$ cat src/rtl/game_ctrl_fsm_p_if.sv
// Handshake and status bundle between the 2048 turn controller and its
// surroundings (board datapath, buttons, start/acknowledge controls).
// The controller side uses the master modport; the datapath/environment
// side uses the slave modport.
interface game_ctrl_fsm_p_if #(
    parameter int NUM_DIRS = 4,
    parameter int MOV_W    = 3,
    parameter int CNT_W    = 16
);
    // Controls and datapath status towards the controller
    logic                start;
    logic                fin;
    logic [NUM_DIRS-1:0] btn;
    logic                win;
    logic                lose;
    logic                board_changed;
    logic                step_done;

    // Controller outputs
    logic                step_start;
    logic [3:0]          estado_act;
    logic [MOV_W-1:0]    mov;
    logic [CNT_W-1:0]    move_count;
    logic                timeout_err;

    modport master (
        input  start, fin, btn, win, lose, board_changed, step_done,
        output step_start, estado_act, mov, move_count, timeout_err
    );

    modport slave (
        output start, fin, btn, win, lose, board_changed, step_done,
        input  step_start, estado_act, mov, move_count, timeout_err
    );
endinterface

$ cat src/rtl/game_ctrl_fsm_p.sv
// 2048 game turn controller. Walks one turn through the board datapath:
// generate tile, merge, wait for a direction press, move, merge, unite,
// merge, then decide between end of game, a new tile, or waiting again.
// Every datapath phase is a start/done handshake guarded by a timeout.
module game_ctrl_fsm_p #(
    parameter int NUM_DIRS = 4,
    parameter int MOV_W    = 3,
    parameter int CNT_W    = 16,
    parameter int TIMEOUT  = 255
) (
    input  logic              clk,
    input  logic              rst,
    game_ctrl_fsm_p_if.master bus
);
    // The counter only has to reach TIMEOUT-1; the expiry fires on that value.
    localparam int TO_W = (TIMEOUT > 1) ? $clog2(TIMEOUT) : 1;
    localparam bit TO_EN = (TIMEOUT > 0);
    localparam logic [TO_W-1:0] TO_LAST = TO_W'((TIMEOUT > 0) ? TIMEOUT - 1 : 0);

    typedef enum logic [3:0] {
        ST_START  = 4'd0,
        ST_GEN    = 4'd1,
        ST_MERGE1 = 4'd2,
        ST_WAIT   = 4'd3,
        ST_MOV    = 4'd4,
        ST_MERGE2 = 4'd5,
        ST_UNIR   = 4'd6,
        ST_MERGE3 = 4'd7,
        ST_FIN    = 4'd8,
        ST_ERR    = 4'd9
    } state_t;

    state_t              state_reg;
    state_t              state_next;
    logic [NUM_DIRS-1:0] btn_q_reg;
    logic [NUM_DIRS-1:0] press;
    logic [MOV_W-1:0]    press_code;
    logic                any_press;
    logic [MOV_W-1:0]    mov_reg;
    logic [CNT_W-1:0]    count_reg;
    logic                step_start_reg;
    logic                timeout_err_reg;
    logic                changed_reg;
    logic [TO_W-1:0]     to_cnt_reg;
    logic                cur_work;
    logic                next_work;
    logic                in_move_phase;
    logic                to_expired;

    function automatic logic is_work(input state_t s);
        return (s == ST_GEN)  || (s == ST_MERGE1) || (s == ST_MOV) ||
               (s == ST_MERGE2) || (s == ST_UNIR) || (s == ST_MERGE3);
    endfunction

    // Rising-edge detect per button; a held button only counts once
    for (genvar gi = 0; gi < NUM_DIRS; gi++) begin : g_press
        assign press[gi] = bus.btn[gi] & ~btn_q_reg[gi];
    end

    // Lowest pressed index wins; scanning downwards leaves the lowest last
    always_comb begin
        press_code = '0;
        any_press  = 1'b0;
        for (int i = NUM_DIRS - 1; i >= 0; i--) begin
            if (press[i]) begin
                press_code = MOV_W'(i + 1);
                any_press  = 1'b1;
            end
        end
    end

    assign cur_work      = is_work(state_reg);
    assign next_work     = is_work(state_next);
    assign in_move_phase = (state_reg inside {ST_MOV, ST_MERGE2, ST_UNIR, ST_MERGE3});
    // step_done in the expiry cycle still wins because expiry requires !step_done
    assign to_expired    = TO_EN && cur_work && !bus.step_done && (to_cnt_reg == TO_LAST);

    // Next-state decision for the turn sequence
    always_comb begin
        state_next = state_reg;
        case (state_reg)
            ST_START:  if (bus.start)     state_next = ST_GEN;
            ST_GEN:    if (bus.step_done) state_next = ST_MERGE1;
            ST_MERGE1: if (bus.step_done) state_next = ST_WAIT;
            ST_WAIT:   if (any_press)     state_next = ST_MOV;
            ST_MOV:    if (bus.step_done) state_next = ST_MERGE2;
            ST_MERGE2: if (bus.step_done) state_next = ST_UNIR;
            ST_UNIR:   if (bus.step_done) state_next = ST_MERGE3;
            ST_MERGE3: begin
                if (bus.step_done) begin
                    if (bus.win || bus.lose)
                        state_next = ST_FIN;
                    else if (changed_reg || bus.board_changed)
                        state_next = ST_GEN;
                    else
                        state_next = ST_WAIT;
                end
            end
            ST_FIN:    if (bus.fin)       state_next = ST_START;
            ST_ERR:    if (bus.fin)       state_next = ST_START;
            default:                      state_next = ST_START;
        endcase
        if (to_expired)
            state_next = ST_ERR;
    end

    // State, registered outputs and bookkeeping registers
    always_ff @(posedge clk) begin
        if (rst) begin
            state_reg       <= ST_START;
            btn_q_reg       <= bus.btn;
            mov_reg         <= '0;
            count_reg       <= '0;
            step_start_reg  <= 1'b0;
            timeout_err_reg <= 1'b0;
            changed_reg     <= 1'b0;
            to_cnt_reg      <= '0;
        end else begin
            state_reg       <= state_next;
            btn_q_reg       <= bus.btn;
            step_start_reg  <= next_work && (state_next != state_reg);
            timeout_err_reg <= (state_next == ST_ERR);

            if (state_next != state_reg)
                to_cnt_reg <= '0;
            else if (cur_work && !bus.step_done)
                to_cnt_reg <= to_cnt_reg + 1'b1;

            if (state_reg == ST_WAIT && any_press)
                mov_reg <= press_code;
            else if (state_next == ST_START)
                mov_reg <= '0;

            if (state_reg == ST_START && bus.start)
                count_reg <= '0;
            else if (state_reg == ST_WAIT && any_press && !(&count_reg))
                count_reg <= count_reg + 1'b1;

            if (state_reg == ST_WAIT && any_press)
                changed_reg <= 1'b0;
            else if (in_move_phase && bus.board_changed)
                changed_reg <= 1'b1;
        end
    end

    assign bus.step_start  = step_start_reg;
    assign bus.estado_act  = state_reg;
    assign bus.mov         = mov_reg;
    assign bus.move_count  = count_reg;
    assign bus.timeout_err = timeout_err_reg;

endmodule

$ cat src/flat_wrapper.sv
// flat-port wrapper written by rule: the top's interface ports become plain ports
module game_ctrl_fsm_p_flat 
#(
    parameter int NUM_DIRS = 4,
    parameter int MOV_W    = 3,
    parameter int CNT_W    = 16,
    parameter int TIMEOUT  = 255
)
  (clk, rst, bus_start, bus_fin, bus_btn, bus_win, bus_lose, bus_board_changed, bus_step_done, bus_step_start, bus_estado_act, bus_mov, bus_move_count, bus_timeout_err);
  game_ctrl_fsm_p_if #(.NUM_DIRS(NUM_DIRS), .MOV_W(MOV_W), .CNT_W(CNT_W)) bus_i ();
  input  logic clk;
  input  logic rst;
  input wire logic [$bits(bus_i.start)-1:0] bus_start;
  input wire logic [$bits(bus_i.fin)-1:0] bus_fin;
  input wire logic [$bits(bus_i.btn)-1:0] bus_btn;
  input wire logic [$bits(bus_i.win)-1:0] bus_win;
  input wire logic [$bits(bus_i.lose)-1:0] bus_lose;
  input wire logic [$bits(bus_i.board_changed)-1:0] bus_board_changed;
  input wire logic [$bits(bus_i.step_done)-1:0] bus_step_done;
  output wire logic [$bits(bus_i.step_start)-1:0] bus_step_start;
  output wire logic [$bits(bus_i.estado_act)-1:0] bus_estado_act;
  output wire logic [$bits(bus_i.mov)-1:0] bus_mov;
  output wire logic [$bits(bus_i.move_count)-1:0] bus_move_count;
  output wire logic [$bits(bus_i.timeout_err)-1:0] bus_timeout_err;
  assign bus_i.start = bus_start;
  assign bus_i.fin = bus_fin;
  assign bus_i.btn = bus_btn;
  assign bus_i.win = bus_win;
  assign bus_i.lose = bus_lose;
  assign bus_i.board_changed = bus_board_changed;
  assign bus_i.step_done = bus_step_done;
  assign bus_step_start = bus_i.step_start;
  assign bus_estado_act = bus_i.estado_act;
  assign bus_mov = bus_i.mov;
  assign bus_move_count = bus_i.move_count;
  assign bus_timeout_err = bus_i.timeout_err;
  game_ctrl_fsm_p #(.NUM_DIRS(NUM_DIRS), .MOV_W(MOV_W), .CNT_W(CNT_W), .TIMEOUT(TIMEOUT)) u_core (.clk(clk), .rst(rst), .bus(bus_i));
endmodule
$ cat config.mk
export PLATFORM = sky130hd
export DESIGN_NAME = game_ctrl_fsm_p_flat
export DESIGN_NICKNAME = d
export VERILOG_FILES = /design/src/rtl/game_ctrl_fsm_p_if.sv /design/src/rtl/game_ctrl_fsm_p.sv /design/src/flat_wrapper.sv
export SDC_FILE = /design/constraint.sdc
export NUM_CORES = 1
export LEC_CHECK = 0
export CAP_MARGIN = 10
export CORE_MARGIN = 2
export CORE_UTILIZATION = 35
export DETAILED_ROUTE_END_ITERATION = 16
export GPL_TIMING_DRIVEN = 0
export PLACE_DENSITY = 0.67
export SLEW_MARGIN = 20
export SYNTH_ARGS = -nofsm -noshare
export SYNTH_HDL_FRONTEND = slang
export SYNTH_SLANG_ARGS = --single-unit
$ cat constraint.sdc
create_clock -name clk -period 5.5 [get_ports clk]
set_clock_uncertainty 0.15 [all_clocks]
set_input_delay 1.1 -clock clk [delete_from_list [all_inputs] [get_ports clk]]
set_output_delay 1.1 -clock clk [all_outputs]
set_load 0.005 [all_outputs]
==> results.txt, run 1 <==
status - finished clean
Die H - 77.9 µm
clock tree buffer depth - 2
reg2reg start - u_core.bus.estado_act[1]
Worst-Skew Late Latency - 280 ps
DR vias/cell - 5.02
Post-CTS Setup Repair Bufs - 0
register area - 761 µm²
fin util - 0.469
maximum vdd ir drop - 0.0000831 V
Final Cycle Share - 0.566
Netlist cell types - 48
Setup CP Type - in -> reg
multi-input logic area - 1070 µm²
total global-route track usage - 0.143
Slew @ Worst Pin - 936 ps
critical path peak fanout - 10
PD cells - 223 nW/µm²
first-pass GRT wire length - 7010 µm
root buf cell - clkbuf_8
antenna violations before repair - 0
Pre-Repair DR Iteration Count - 4
clock buffer count from CTS - 5
MaxCap Viol Count - 0
Req. time, crit path - 5520 ps
Post-synth ARST share - 0
max reg flops - 16
routed wire length - 4100 µm
Die X - 77.9 µm
TritonCTS clock tree - built
CP startpoint - bus_start
Post-synth EDFFs - 0
ys flop type - dfxtp_1
Initial Util - 0.368
Detail Route Antenna Nets - 0
CP Launch Type - primary input
CTS Sinks - 38
Mapped Area - 1910 µm²
Fin. Hold Viols - 0
Yosys reg bits - 38
CP max-delay cell - o31ai_1
syn_nets - 234
Post-Layout Inst Area - 2440 µm²
I/O pin cnt - 37
n_diodes - 0
final setup vio count - 0
Worst Hold Launch - u_core.bus.mov[2]
Post-DP HPWL - 3130 µm
Final min period - 3110 ps
hold_buf cts - 0
Port-buffer cells - 35
Arr. time, crit path - 3140 ps
DR vias - 1667
GRT Residual Overflow - 0
drt drc - 0
Initial DRC Count - 77
RSZ-0062 raised after global routing - no
vias in the first global route - 1555
cell count after synthesis - 219
Hold WC Path Type - reg -> reg
number of synthesis warnings - 0
H-tree depth - 2
sequential fraction of the synthesis area - 0.398
fill cell count - 507
Post-Route Setup TNS - 0 ps
RePlAce Congestion - 0.840
Max Slew Vio Count - 0
die area - 6070 µm²
Cell Rows - 26
Max-slew headroom - 0.371
worst-path cell chain - clkdlybuf4s50_1 > or3b_1 > o31ai_1 > buf_2 > nor2_1
Reg2Reg Depth - 5
clk slew on worst S/H paths - 70 ps
P&R area growth vs syn - 27.7%
Static Leakage - 0.816 nW
Cell Area, Placed - 2350 µm²
CTS resizes - 0
Worst Hold Depth - 2
biggest cell delay along the critical path - 770 ps
layout cells sized above 1 - 0.0954
CP Capture Type - register
drt wl/cell - 12.3 µm
Nets - 276
largest net degree at the start of global routing - 12
area of the core - 5200 µm²
highest clock rate - 321 MHz
Avg Inst Size Synth - 8.74 µm²
-- metrics by stage --
step                hold WS, ps  total power [W]  worst slack [ps]  instances
detailed placement          305         0.000359              2060        324
CTS                         330         0.000552              2310        332
global placement            310         0.000358              2110        324
finish                      326         0.000543              2390        332
global route                346         0.000573              2260        332
floorplan                   302         0.000334              2900        219
-- final cells by class --
class / instances / share of cell area
Buffer: 8 / 0.0210
Timing Repair Buffer: 35 / 0.143
Multi-Input combinational cell: 166 / 0.440
Sequential cell: 38 / 0.311
Clock buffer: 7 / 0.0353
Tap cell: 70 / 0.0359
Inverter: 7 / 0.0108
Clock inverter: 1 / 0.00205
-- final timing paths --
check,endpoint,slack [ps]
worst max register to register,u_core.bus.move_count[12],3160
worst min-delay path,u_core.bus.mov[2],330
worst min register to register,u_core.bus.mov[2],330
worst max-delay path,u_core.bus.move_count[12],2390
-- cell families after synthesis --
family                   count (synthesis)  synth area share
AND/OR/NAND/NOR                        107             0.308
AO/OA/AOI/OAI                           35             0.137
multiplexers                             1           0.00523
flip-flops                              38             0.398
adder cells (fa/ha/maj)                  3            0.0196
buffers and inverters                   15            0.0405
XOR/XNOR                                20            0.0916
-- power breakdown --
part,switching (W),internal [W]
sequential,0.00000273,0.000280
clock,0.0000909,0.000101
combinational,0.0000384,0.0000301
total,0.000132,0.000411
-- worst max-delay path: cells and delay by family --
kind            cells  cell delay [ps]
simple gates        2              450
buf+inv             2              820
compound gates      1              770
-- layout by cell type (no fill, tap or decap), drive strengths merged, types with 3 or more instances in the layout --
cell,netlist,layout
dfxtp,38,38
clkdlybuf4s50,0,35
nor2,32,32
nand2,18,18
xnor2,14,14
o21ai,12,12
nor4,10,10
nand3,8,8
nor3,8,8
clkbuf,1,8
inv,7,7
nand4,7,7
buf,7,7
a21oi,6,6
xor2,6,6
nand2b,5,5
a211oi,4,4
ha,3,3
nor2b,3,3
-- synth_stat cells (3+ instances only) --
cell type | number | area share
nand2_1 | 18 | 0.035
xnor2_1 | 14 | 0.064
nor2_1 | 32 | 0.063
nand3_1 | 7 | 0.018
o21ai_0 | 12 | 0.031
ha_1 | 3 | 0.020
nand4_1 | 7 | 0.023
nand2b_1 | 5 | 0.016
nor4_1 | 9 | 0.029
inv_1 | 7 | 0.014
xor2_1 | 6 | 0.027
buf_2 | 5 | 0.013
nor3_1 | 7 | 0.018
a21oi_1 | 6 | 0.016
dfxtp_1 | 38 | 0.40
-- per-layer routing --
metal | share of wire | GRT usage | routed length [µm]
met2 | 0.49 | 0.243 | 2010
met5 | 0 | 0 | 0
met3 | 0.048 | 0.0430 | 198
met1 | 0.45 | 0.173 | 1840
met4 | 0.011 | 0.0474 | 47
Power figures use the tool's default switching activity.
==> run 2: changes to the inputs <==
--- a/config.mk
+++ b/config.mk
@@ -10,7 +10,7 @@
 export CORE_UTILIZATION = 35
 export DETAILED_ROUTE_END_ITERATION = 16
 export GPL_TIMING_DRIVEN = 0
-export PLACE_DENSITY = 0.67
+export PLACE_DENSITY = 0.69
 export SLEW_MARGIN = 20
 export SYNTH_ARGS = -nofsm -noshare
 export SYNTH_HDL_FRONTEND = slang
==> constraint.sdc (replaced) <==
create_clock -name clk -period 2.81 [get_ports clk]
set_clock_uncertainty 0.15 [all_clocks]
set_input_delay 0.562 -clock clk [delete_from_list [all_inputs] [get_ports clk]]
set_output_delay 0.562 -clock clk [all_outputs]
set_load 0.005 [all_outputs]
==> run 2 against run 1 <==
  * Sequential power rose by 96%
  * Critical path type unchanged
  * Critical endpoint is now u_core.bus.move_count[2]
  * Largest power group unchanged
  * Final cell count shrank 0.60%
  * Hold slack lost 3.5 ps
  * Via count increased by 0.36%
==> results.txt, run 2 (same netlist as run 1, synthesis figures left out) <==
Reg2Reg Depth - 5 (unchanged)
Detail Route Antenna Nets - 0 (unchanged)
P&R area growth vs syn - 27.2%
max reg flops - 16 (unchanged)
Cell Rows - 26 (unchanged)
H-tree depth - 2 (unchanged)
maximum vdd ir drop - 0.000176 V (+110%)
total global-route track usage - 0.137 (-0.00644)
layout cells sized above 1 - 0.0923 (-0.00311)
Req. time, crit path - 2830 ps (-2690 ps)
Buf/Inv on CP - 2 (unchanged)
Max Slew Vio Count - 0 (unchanged)
Slew @ Worst Pin - 906 ps (-29.8 ps)
Initial DRC Count - 53 (-31%)
Post-DP HPWL - 3050 µm (-2.6%)
CTS Sinks - 38 (unchanged)
worst-path cell chain - clkdlybuf4s50_1 > or3b_1 > o31ai_1 > buf_2 > nor2_1
hold worst-path end - u_core.bus.mov[1]
area of the core - 5200 µm² (unchanged)
pre-CTS WS - -80.2 ps (-2140 ps)
CP Capture Type - register
hold_buf cts - 0 (unchanged)
RSZ-0062 raised after global routing - no
DR vias/cell - 5.07 (+0.97%)
Nets - 276 (unchanged)
clock buffer count from CTS - 5 (unchanged)
DR vias - 1673 (+0.36%)
Port-buffer cells - 35 (unchanged)
most frequent cells in the layout - dfxtp_1 (38), clkdlybuf4s50_1 (35), nor2_1 (32), nand2_1 (18), xnor2_1 (14)
MaxCap Viol Count - 0 (unchanged)
Worst-Skew Late Latency - 290 ps (about the same)
drt wl/cell - 12.3 µm (-0.11%)
CP max-delay cell - o31ai_1
drt drc - 0 (unchanged)
fin util - 0.468 (-0.00168)
Fin. Hold Viols - 0 (unchanged)
Post-CTS Setup Repair Bufs - 0 (unchanged)
routed wire length - 4070 µm (-0.71%)
CP Launch Type - primary input
Arr. time, crit path - 2570 ps (-570 ps)
largest net degree at the start of global routing - 11 (-1)
first-pass GRT wire length - 6620 µm (-5.6%)
Max-slew headroom - 0.391 (+0.0201)
clk slew on worst S/H paths - 60 ps (about the same)
Post-Layout Inst Area - 2430 µm² (-0.36%)
Die X - 77.9 µm (unchanged)
reg-to-reg endpoint - u_core.bus.move_count[2]
Die H - 77.9 µm (unchanged)
Final min period - 2550 ps
TritonCTS clock tree - built
Final Cycle Share - 0.907
most common cell after layout, fill and taps aside - dfxtp_1
I/O pin cnt - 37 (unchanged)
Tot Pwr - 0.00105 W (+94%)
clock tree buffer depth - 2 (unchanged)
Cell Area, Placed - 2350 µm² (unchanged)
RePlAce Congestion - 0.850 (+1.1%)
flop-to-flop setup slack - 500 ps (-2660 ps)
highest clock rate - 392 MHz
fill cell count - 519 (+2.4%)
vias in the first global route - 1452 (-6.6%)
critical path peak fanout - 10 (unchanged)
Static Leakage - 0.811 nW (-0.62%)
root buf cell - clkbuf_8
Worst Hold Depth - 2 (unchanged)
Worst Hold Launch - u_core.bus.mov[1]
CP top delay family - buffers and inverters
GRT Residual Overflow - 0 (unchanged)
Initial Util - 0.368 (unchanged)
CTS resizes - 0 (unchanged)
die area - 6070 µm² (unchanged)
Setup CP Type - in -> reg
Pre-Repair DR Iteration Count - 4 (unchanged)
Hold WC Path Type - reg -> reg
Final Worst Setup Slack - 262 ps (-2120 ps)
status - finished clean
PD cells - 432 nW/µm² (+94%)
reg2reg start - u_core.bus.estado_act[1]
Final Non-Filler Cells - 330 (-0.60%)
antenna violations before repair - 0 (unchanged)
n_diodes - 0 (unchanged)
biggest cell delay along the critical path - 750 ps (-20 ps)
Inst Count DP - 324 (unchanged)
final setup vio count - 0 (unchanged)
[run 2: cell types whose count changed in the layout (fill, tap and decap cells not counted), sizes merged]
cell    delta
clkbuf     -1
clkinv     -1
[run 2: through the flow]
| stage | setup TNS (ps) | hold slack, ps |
|---|---|---|
| 2_1_floorplan | 0 | 302 |
| 3_3_place_gp | -752 | 312 |
| 3_5_place_dp | -757 | 312 |
| 4_1_cts | 0 | 333 |
| 5_1_grt | 0 | 366 |
| 6_report | 0 | 323 |
[run 2: how the worst max path moves through the flow]
stage | start | to | slack (ps) | cells past startpoint
global route | bus_start | u_core.bus.move_count[11] | 130 | 5
global placement | bus_start | u_core.bus.move_count[0] | -80 | 5
floorplan | bus_start | u_core.to_cnt_reg[1] | 750 | 6
finish | bus_start | u_core.bus.move_count[2] | 260 | 5
detailed placement | bus_start | u_core.bus.move_count[2] | -80 | 5
CTS | bus_start | u_core.bus.move_count[2] | 220 | 5
[run 2: final cells by class]
class / count / area (µm²) / share of cell area
timing repair buffer: 35 / 350 / 0.144
multi-input combinational: 166 / 1070 / 0.442
sequential: 38 / 761 / 0.313
clock buffer: 6 / 82.6 / 0.0339
tap: 70 / 87.6 / 0.0360
inverter: 7 / 26.3 / 0.0108
buffer: 8 / 51.3 / 0.0211
[run 2: routing by layer]
| metal | part of all wire | global-route usage |
|---|---|---|
| met3 | 0.043 | 0.0453 |
| met1 | 0.48 | 0.170 |
| met5 | 0 | 0 |
| met4 | 0.015 | 0.0526 |
| met2 | 0.46 | 0.219 |
[run 2: where the power goes]
| part | leakage (nW) | internal (W) | switching [W] | total [W] |
|---|---|---|---|---|
| Sequential | 0.308 | 0.000549 | 0.00000532 | 0.000554 |
| Clock | 0.0431 | 0.000189 | 0.000174 | 0.000363 |
| Combinational | 0.460 | 0.0000589 | 0.0000765 | 0.000135 |
| Total | 0.811 | 0.000797 | 0.000256 | 0.00105 |
[run 2: worst reg2reg max path, stage by stage (launching register included)]
cell and delay (ps):
dfxtp_1 330, buf_6 140, or3b_1 380, o31ai_1 750, buf_2 370, nor2_1 70
